===== src/rtl/core_mem_arbiter_pkg.sv =====
// core_mem_arbiter_pkg: shared defaults, FSM encoding and wrap helper for the memory arbiter
package core_mem_arbiter_pkg;
  localparam int NUM_CORES_DEF = 4;
  localparam int ADDR_W_DEF = 16;
  localparam int DATA_W_DEF = 8;
  localparam int MEM_LAT_DEF = 2;
  typedef enum logic [1:0] {
    IDLE  = 2'd0,
    ISSUE = 2'd1,
    WAIT  = 2'd2
  } state_e;
  function automatic int rr_wrap(input int v, input int n);
    return (v >= n) ? v - n : v;
  endfunction
endpackage


===== src/rtl/core_mem_arbiter_if.sv =====
// core_mem_arbiter_if: core request/response bus plus memory port of the shared-memory arbiter
interface core_mem_arbiter_if
  import core_mem_arbiter_pkg::*;
#(
  parameter int NUM_CORES = NUM_CORES_DEF,
  parameter int ADDR_W = ADDR_W_DEF,
  parameter int DATA_W = DATA_W_DEF
);
  logic [NUM_CORES-1:0] req;
  logic [NUM_CORES-1:0] we;
  logic [NUM_CORES*ADDR_W-1:0] addr;
  logic [NUM_CORES*DATA_W-1:0] wdata;
  logic [NUM_CORES-1:0] gnt;
  logic [NUM_CORES-1:0] rvalid;
  logic [DATA_W-1:0] rdata;
  logic mem_en;
  logic mem_we;
  logic [ADDR_W-1:0] mem_addr;
  logic [DATA_W-1:0] mem_wdata;
  logic [DATA_W-1:0] mem_rdata;
  logic busy;
  modport master (
    output req, we, addr, wdata, mem_rdata,
    input gnt, rvalid, rdata, mem_en, mem_we, mem_addr, mem_wdata, busy
  );
  modport slave (
    input req, we, addr, wdata, mem_rdata,
    output gnt, rvalid, rdata, mem_en, mem_we, mem_addr, mem_wdata, busy
  );
endinterface


===== src/rtl/core_mem_arbiter_rr_pick.sv =====
// core_mem_arbiter_rr_pick: first requester at or after ptr, scanning with wrap
module core_mem_arbiter_rr_pick
  import core_mem_arbiter_pkg::*;
#(
  parameter int NUM_CORES = NUM_CORES_DEF,
  localparam int IW = $clog2(NUM_CORES)
) (
  input  logic [NUM_CORES-1:0] req_i,
  input  logic [IW-1:0]        ptr_i,
  output logic [NUM_CORES-1:0] sel_o,
  output logic [IW-1:0]        idx_o,
  output logic                 any_o
);
  // Scan from the farthest offset down so the nearest requester wins
  always_comb begin
    idx_o = '0;
    for (int k = NUM_CORES - 1; k >= 0; k--)
      if (req_i[IW'(rr_wrap(int'(ptr_i) + k, NUM_CORES))])
        idx_o = IW'(rr_wrap(int'(ptr_i) + k, NUM_CORES));
  end
  assign any_o = |req_i;
  assign sel_o = any_o ? NUM_CORES'(1) << idx_o : '0;
endmodule


===== src/rtl/core_mem_arbiter.sv =====
// core_mem_arbiter: round-robin arbiter serialising core accesses onto one single-port memory
module core_mem_arbiter
  import core_mem_arbiter_pkg::*;
#(
  parameter int NUM_CORES = NUM_CORES_DEF,
  parameter int ADDR_W = ADDR_W_DEF,
  parameter int DATA_W = DATA_W_DEF,
  parameter int MEM_LAT = MEM_LAT_DEF
) (
  input logic clk,
  input logic reset_n,
  core_mem_arbiter_if.slave bus
);
  localparam int IW = $clog2(NUM_CORES);
  localparam int LW = $clog2(MEM_LAT + 1);
  state_e state_q, state_d;
  logic [IW-1:0] ptr_q, ptr_d, win_q, win_d, pick_idx;
  logic [NUM_CORES-1:0] pick_sel, gnt_q, gnt_d, rvalid_q, rvalid_d;
  logic pick_any, en_q, en_d, we_q, we_d;
  logic [LW-1:0] lat_q, lat_d;
  logic [ADDR_W-1:0] addr_q, addr_d;
  logic [DATA_W-1:0] wdata_q, wdata_d, rdata_q, rdata_d;
  logic [ADDR_W-1:0] addr_a [NUM_CORES];
  logic [DATA_W-1:0] wdata_a [NUM_CORES];
  for (genvar g = 0; g < NUM_CORES; g++) begin : g_unpack
    assign addr_a[g] = bus.addr[g*ADDR_W +: ADDR_W];
    assign wdata_a[g] = bus.wdata[g*DATA_W +: DATA_W];
  end
  core_mem_arbiter_rr_pick #(.NUM_CORES(NUM_CORES)) u_pick (
    .req_i(bus.req),
    .ptr_i(ptr_q),
    .sel_o(pick_sel),
    .idx_o(pick_idx),
    .any_o(pick_any)
  );
  always_comb begin
    state_d = state_q;
    ptr_d = ptr_q;
    win_d = win_q;
    lat_d = lat_q;
    gnt_d = '0;
    rvalid_d = '0;
    en_d = 1'b0;
    we_d = we_q;
    addr_d = addr_q;
    wdata_d = wdata_q;
    rdata_d = rdata_q;
    case (state_q)
      IDLE: if (pick_any) begin
        state_d = ISSUE;
        win_d = pick_idx;
        gnt_d = pick_sel;
        en_d = 1'b1;
        we_d = bus.we[pick_idx];
        addr_d = addr_a[pick_idx];
        wdata_d = wdata_a[pick_idx];
      end
      ISSUE: begin
        ptr_d = IW'(rr_wrap(int'(win_q) + 1, NUM_CORES));
        we_d = 1'b0;
        state_d = we_q ? IDLE : WAIT;
        lat_d = we_q ? '0 : LW'(1);
      end
      WAIT: begin
        lat_d = lat_q + LW'(1);
        if (lat_q == LW'(MEM_LAT)) begin
          rdata_d = bus.mem_rdata;
          rvalid_d = NUM_CORES'(1) << win_q;
          state_d = IDLE;
          lat_d = '0;
        end
      end
      default: state_d = IDLE;
    endcase
  end
  always_ff @(posedge clk or negedge reset_n)
    if (!reset_n) begin
      state_q <= IDLE;
      ptr_q <= '0;
      win_q <= '0;
      lat_q <= '0;
      gnt_q <= '0;
      rvalid_q <= '0;
      en_q <= 1'b0;
      we_q <= 1'b0;
      addr_q <= '0;
      wdata_q <= '0;
      rdata_q <= '0;
    end else begin
      state_q <= state_d;
      ptr_q <= ptr_d;
      win_q <= win_d;
      lat_q <= lat_d;
      gnt_q <= gnt_d;
      rvalid_q <= rvalid_d;
      en_q <= en_d;
      we_q <= we_d;
      addr_q <= addr_d;
      wdata_q <= wdata_d;
      rdata_q <= rdata_d;
    end
  assign bus.gnt = gnt_q;
  assign bus.rvalid = rvalid_q;
  assign bus.rdata = rdata_q;
  assign bus.mem_en = en_q;
  assign bus.mem_we = we_q;
  assign bus.mem_addr = addr_q;
  assign bus.mem_wdata = wdata_q;
  assign bus.busy = state_q != IDLE;
endmodule


===== src/flat_wrapper.sv =====
// flat-port wrapper written by rule: the top's interface ports become plain ports
module core_mem_arbiter_flat import core_mem_arbiter_pkg::*;
#(
  parameter int NUM_CORES = NUM_CORES_DEF,
  parameter int ADDR_W = ADDR_W_DEF,
  parameter int DATA_W = DATA_W_DEF,
  parameter int MEM_LAT = MEM_LAT_DEF
)
  (clk, reset_n, bus_req, bus_we, bus_addr, bus_wdata, bus_mem_rdata, bus_gnt, bus_rvalid, bus_rdata, bus_mem_en, bus_mem_we, bus_mem_addr, bus_mem_wdata, bus_busy);
  core_mem_arbiter_if #(.NUM_CORES(NUM_CORES), .ADDR_W(ADDR_W), .DATA_W(DATA_W)) bus_i ();
  input logic clk;
  input logic reset_n;
  input wire logic [$bits(bus_i.req)-1:0] bus_req;
  input wire logic [$bits(bus_i.we)-1:0] bus_we;
  input wire logic [$bits(bus_i.addr)-1:0] bus_addr;
  input wire logic [$bits(bus_i.wdata)-1:0] bus_wdata;
  input wire logic [$bits(bus_i.mem_rdata)-1:0] bus_mem_rdata;
  output wire logic [$bits(bus_i.gnt)-1:0] bus_gnt;
  output wire logic [$bits(bus_i.rvalid)-1:0] bus_rvalid;
  output wire logic [$bits(bus_i.rdata)-1:0] bus_rdata;
  output wire logic [$bits(bus_i.mem_en)-1:0] bus_mem_en;
  output wire logic [$bits(bus_i.mem_we)-1:0] bus_mem_we;
  output wire logic [$bits(bus_i.mem_addr)-1:0] bus_mem_addr;
  output wire logic [$bits(bus_i.mem_wdata)-1:0] bus_mem_wdata;
  output wire logic [$bits(bus_i.busy)-1:0] bus_busy;
  assign bus_i.req = bus_req;
  assign bus_i.we = bus_we;
  assign bus_i.addr = bus_addr;
  assign bus_i.wdata = bus_wdata;
  assign bus_i.mem_rdata = bus_mem_rdata;
  assign bus_gnt = bus_i.gnt;
  assign bus_rvalid = bus_i.rvalid;
  assign bus_rdata = bus_i.rdata;
  assign bus_mem_en = bus_i.mem_en;
  assign bus_mem_we = bus_i.mem_we;
  assign bus_mem_addr = bus_i.mem_addr;
  assign bus_mem_wdata = bus_i.mem_wdata;
  assign bus_busy = bus_i.busy;
  core_mem_arbiter #(.NUM_CORES(NUM_CORES), .ADDR_W(ADDR_W), .DATA_W(DATA_W), .MEM_LAT(MEM_LAT)) u_core (.clk(clk), .reset_n(reset_n), .bus(bus_i));
endmodule

===== config.mk =====
export PLATFORM = sky130hd
export DESIGN_NAME = core_mem_arbiter_flat
export DESIGN_NICKNAME = d
export VERILOG_FILES = /design/src/rtl/core_mem_arbiter_pkg.sv /design/src/rtl/core_mem_arbiter_if.sv /design/src/rtl/core_mem_arbiter_rr_pick.sv /design/src/rtl/core_mem_arbiter.sv /design/src/flat_wrapper.sv
export SDC_FILE = /design/constraint.sdc
export NUM_CORES = 1
export LEC_CHECK = 0
export BUFFER_PORTS_ARGS = -buffer_cell sky130_fd_sc_hd__buf_2
export CORE_ASPECT_RATIO = 1.25
export CORE_MARGIN = 3
export CORE_UTILIZATION = 47
export CTS_CLUSTER_SIZE = 20
export DETAILED_ROUTE_END_ITERATION = 10
export GPL_ROUTABILITY_DRIVEN = 0
export PLACE_DENSITY = 0.86
export RECOVER_POWER = 50
export SLEW_MARGIN = 20
export SYNTH_ARGS = -nofsm -noshare
export SYNTH_HDL_FRONTEND = slang
export SYNTH_SLANG_ARGS = --single-unit

===== constraint.sdc =====
create_clock -name clk -period 4.2 [get_ports clk]
set_input_delay 0.84 -clock clk [delete_from_list [all_inputs] [get_ports clk]]
set_output_delay 0.84 -clock clk [all_outputs]
set_load 0.01 [all_outputs]

==> results.py <==
metrics = {
    "status": {
        "outcome": "finished, violations left",
        "violations": "capacitance limit, slew limit",
    },
    "cts": {
        "ctsHoldBuffers": 0,
        "cts-root-buf": "clkbuf_8",
        "clk_pin_slew_ps": 90,
        "ctsResizeCount": 0,
        "htreeDepth": 2,
        "cts.sinks": 50,
        "cts_made_buffers": 5,
        "cts_tree": "yes",
        "cts_setup_buffers": 0,
        "clk-insertion-delay-late_ps": 300,
        "clock_path_buffers": 2,
    },
    "setup_path": {
        "max_stage_delay_ps": 620,
        "path_class": "in2reg",
        "worst_path_dominant_cell_family": "simple AND/OR/NAND/NOR gates",
        "r2r-start": "u_core.ptr_q[1]",
        "ff2ff_setup_slack_ps": 1680,
        "reg2reg_to": "u_core.bus.mem_addr[7]",
        "start_kind": "input port",
        "worst-path-buf-inv": 3,
        "worst-path-max-fanout": 27,
        "path_cells": "buf_2 -> nor4_1 -> nand2b_1 -> buf_4 -> inv_2 -> nand2_1 -> o221ai_1",
        "crit_required_ps": 4320,
        "endpoint_kind": "flip-flop",
        "arrival_ps": 2960,
        "cpMaxStageDelayCell": "nand2_1",
        "ff2ff_path_depth": 6,
    },
    "detailed_routing": {
        "drc": 0,
        "ant_nets": 0,
        "avgViaCountPerCell": 5.321,
        "vias": 2389,
        "drt_pass1_iterations": 4,
        "drt-initial-drc-count": 123,
        "drt-total-wl_mm": 7.073,
        "wl_per_cell_um": 15.75,
    },
    "synthesis": {
        "synthesis.area_mm2": 0.002675,
        "yosys.area.top_type": "dfrtp_1",
        "ys_warn_count": 0,
        "avgSynthCellArea_um2": 11.48,
        "synth_nets": 354,
        "synth_top_area_frac": 0.4677,
        "seq_area_frac_synth": 0.4677,
        "synth-async-reset-ratio": 1.000,
        "ys_ff_latch": 50,
        "synth_cell_type_count": 32,
        "synth_edf_count": 0,
        "yosys-top-cells-area": "dfrtp_1 47%, mux2i_1 19%, o221ai_1 7.9%",
        "yosys_most_used_dff": "dfrtp_1",
        "netlist_instances": 233,
    },
    "placement": {
        "place_area_mm2": 0.003450,
        "dp_hpwl_mm": 5.505,
        "portBuffers": 156,
    },
    "timing": {
        "drv_slew": 51,
        "setup_violations": 0,
        "fin_crit_ps": 2831,
        "tns_ps": 0,
        "worst_pin_slew_ps": 2600,
        "finalCritPeriodShare": 0.6740,
        "timing.fmax_mhz": 353.2,
        "hold_viol_final": 0,
        "relSlewSlack": -0.7332,
        "rsz0062_at_grt": "no",
        "fin_worst_skew_ps": 10.19,
    },
    "floorplanning": {
        "ios": 157,
        "rows": 30,
        "dieHeight_um": 90.35,
        "start_util": 0.4881,
        "die_area_mm2": 0.006639,
        "core_area_mm2": 0.005480,
        "die_w_um": 73.48,
    },
    "power_and_ir_drop": {
        "p_leak_nw": 1.927,
        "power.switching_mw": 0.8773,
        "p_sw_frac": 0.3985,
        "power.internal_mw": 1.324,
        "vdd_drop_max_uv": 359.4,
        "pwr-share-clk": 0.153,
        "seqPwrFrac": 0.360,
        "combPwrFrac": 0.487,
        "power_density_mw_per_mm2": 621.4,
    },
    "worst_hold_path": {
        "min_from": "u_core.bus.mem_addr[2]",
        "hold_path_end": "u_core.bus.mem_addr[2]",
        "min_delay_path_depth": 2,
        "min_path_type": "reg2reg",
    },
    "cells_and_area": {
        "fillers": 457,
        "fin_area_mm2": 0.003542,
        "drive_gt1_frac": 0.4390,
        "nNetsFinal": 505,
        "antenna_cells": 0,
        "area_growth_pct": 32.41,
    },
    "grt": {
        "grt_pass1_vias": 2439,
        "track_usage": 0.2137,
        "overflow": 0,
        "grt_pass1_wl_mm": 11.32,
        "antenna_found_initial": 0,
        "grt_max_degree": 51,
    },
    "flow_run": {
        "maxCapViolCount": 1,
    },
}
==> per-stage QoR <==
| stage | util | power (mW) | worst slack, ps | std cells | hold slack (ps) |
|---|---|---|---|---|---|
| after floorplan | - | 1.552 | 2116 | 233 | 475.8 |
| after global placement | 0.6295 | 1.834 | 1309 | 441 | 464.6 |
| after detailed placement | 0.6295 | 1.893 | 1202 | 441 | 467.8 |
| after CTS | 0.6502 | 2.234 | 1516 | 449 | 490.4 |
| after global routing | 0.6463 | 2.375 | 891.8 | 449 | 527.0 |
| final | 0.6463 | 2.201 | 1369 | 449 | 490.6 |
==> registers in the layout (all words and copies together), names as in the netlist, 4 cells and up <==
name                  flops
u_core.bus.gnt            4
u_core.bus.rvalid         4
u_core.bus.mem_wdata      8
u_core.bus.rdata          8
u_core.bus.mem_addr      16
==> power groups by stage <==
stage	Clock (mW)	Sequential (mW)	Combinational, mW
final	0.336	0.792	1.07
after global routing	0.366	0.821	1.19
after CTS	0.347	0.793	1.09
after detailed placement	0	0.800	1.09
after global placement	0	0.789	1.04
after floorplan	0	0.854	0.698
==> worst min-delay path, cell delays in order (launching register included) <==
cell,delay [ps]
dfrtp_1,350
nand2_1,50
o221ai_1,60
==> final cells by class <==
cell class | count | area, µm² | area share
clock inverter | 3 | 45.04 | 0.01272
inverter | 8 | 30.03 | 0.008478
sequential | 50 | 1251 | 0.3532
timing repair buffer | 159 | 788.3 | 0.2225
multi-input combinational | 160 | 1279 | 0.3610
clock buffer | 5 | 68.82 | 0.01943
tap | 64 | 80.08 | 0.02261
==> cell families after synthesis <==
family / after synthesis / synth area share
mux: 62 / 0.2367
fa+ha+maj: 7 / 0.03274
flops: 50 / 0.4677
compound gates: 42 / 0.1197
buf+inv: 23 / 0.05426
simple gates: 49 / 0.08887
==> how the worst max path moves through the flow <==
| stage | start | end | slack, ps | depth (start not counted) |
|---|---|---|---|---|
| 2_1_floorplan | bus_req[2] | u_core.bus.mem_addr[10] | 2120 | 7 |
| 3_3_place_gp | bus_req[2] | u_core.bus.mem_addr[11] | 1310 | 7 |
| 3_5_place_dp | bus_req[2] | u_core.bus.mem_addr[8] | 1200 | 7 |
| 4_1_cts | bus_req[2] | u_core.bus.mem_addr[8] | 1520 | 7 |
| 5_1_grt | reset_n | u_core.bus.gnt[3] | 890 | 1 |
| 6_report | bus_req[2] | u_core.bus.mem_addr[8] | 1370 | 7 |
==> synthesized netlist by cell type (2+ instances only) <==
library cell   n
o21ai_0        6
nor3_1         2
ha_1           7
nor2_1         5
nand2_1       27
dfrtp_1       50
nor3b_1        3
o221ai_1      24
mux2_2        10
mux2i_1       52
buf_4          5
buf_6          5
o21a_1         2
clkbuf_1       3
a21oi_1        5
and2_1         4
inv_1          7
buf_2          2
==> metal layers <==
layer / share of wire / GRT usage
met1: 0.38 / 0.2558
met2: 0.53 / 0.3683
met3: 0.074 / 0.04677
met4: 0.023 / 0.07402
met5: 0 / 0
==> cells in the final DEF, fill, tap and decap left out, types with 2 or more instances in the layout <==
cell	netlist	routed
mux2_2	10	10
a21oi_1	5	5
o21a_1	2	2
ha_1	7	7
buf_2	2	144
and2_0	0	2
dfrtp_1	50	50
clkbuf_1	3	12
nor2_1	5	5
clkbuf_8	0	5
inv_1	7	7
nor3_1	2	2
mux2i_1	52	52
and2_1	4	2
buf_4	5	3
nor3b_1	3	3
clkinvlp_4	0	2
o21ai_0	6	6
o221ai_1	24	24
nand2_1	27	27
No activity file was read; power rests on OpenSTA's default activity.
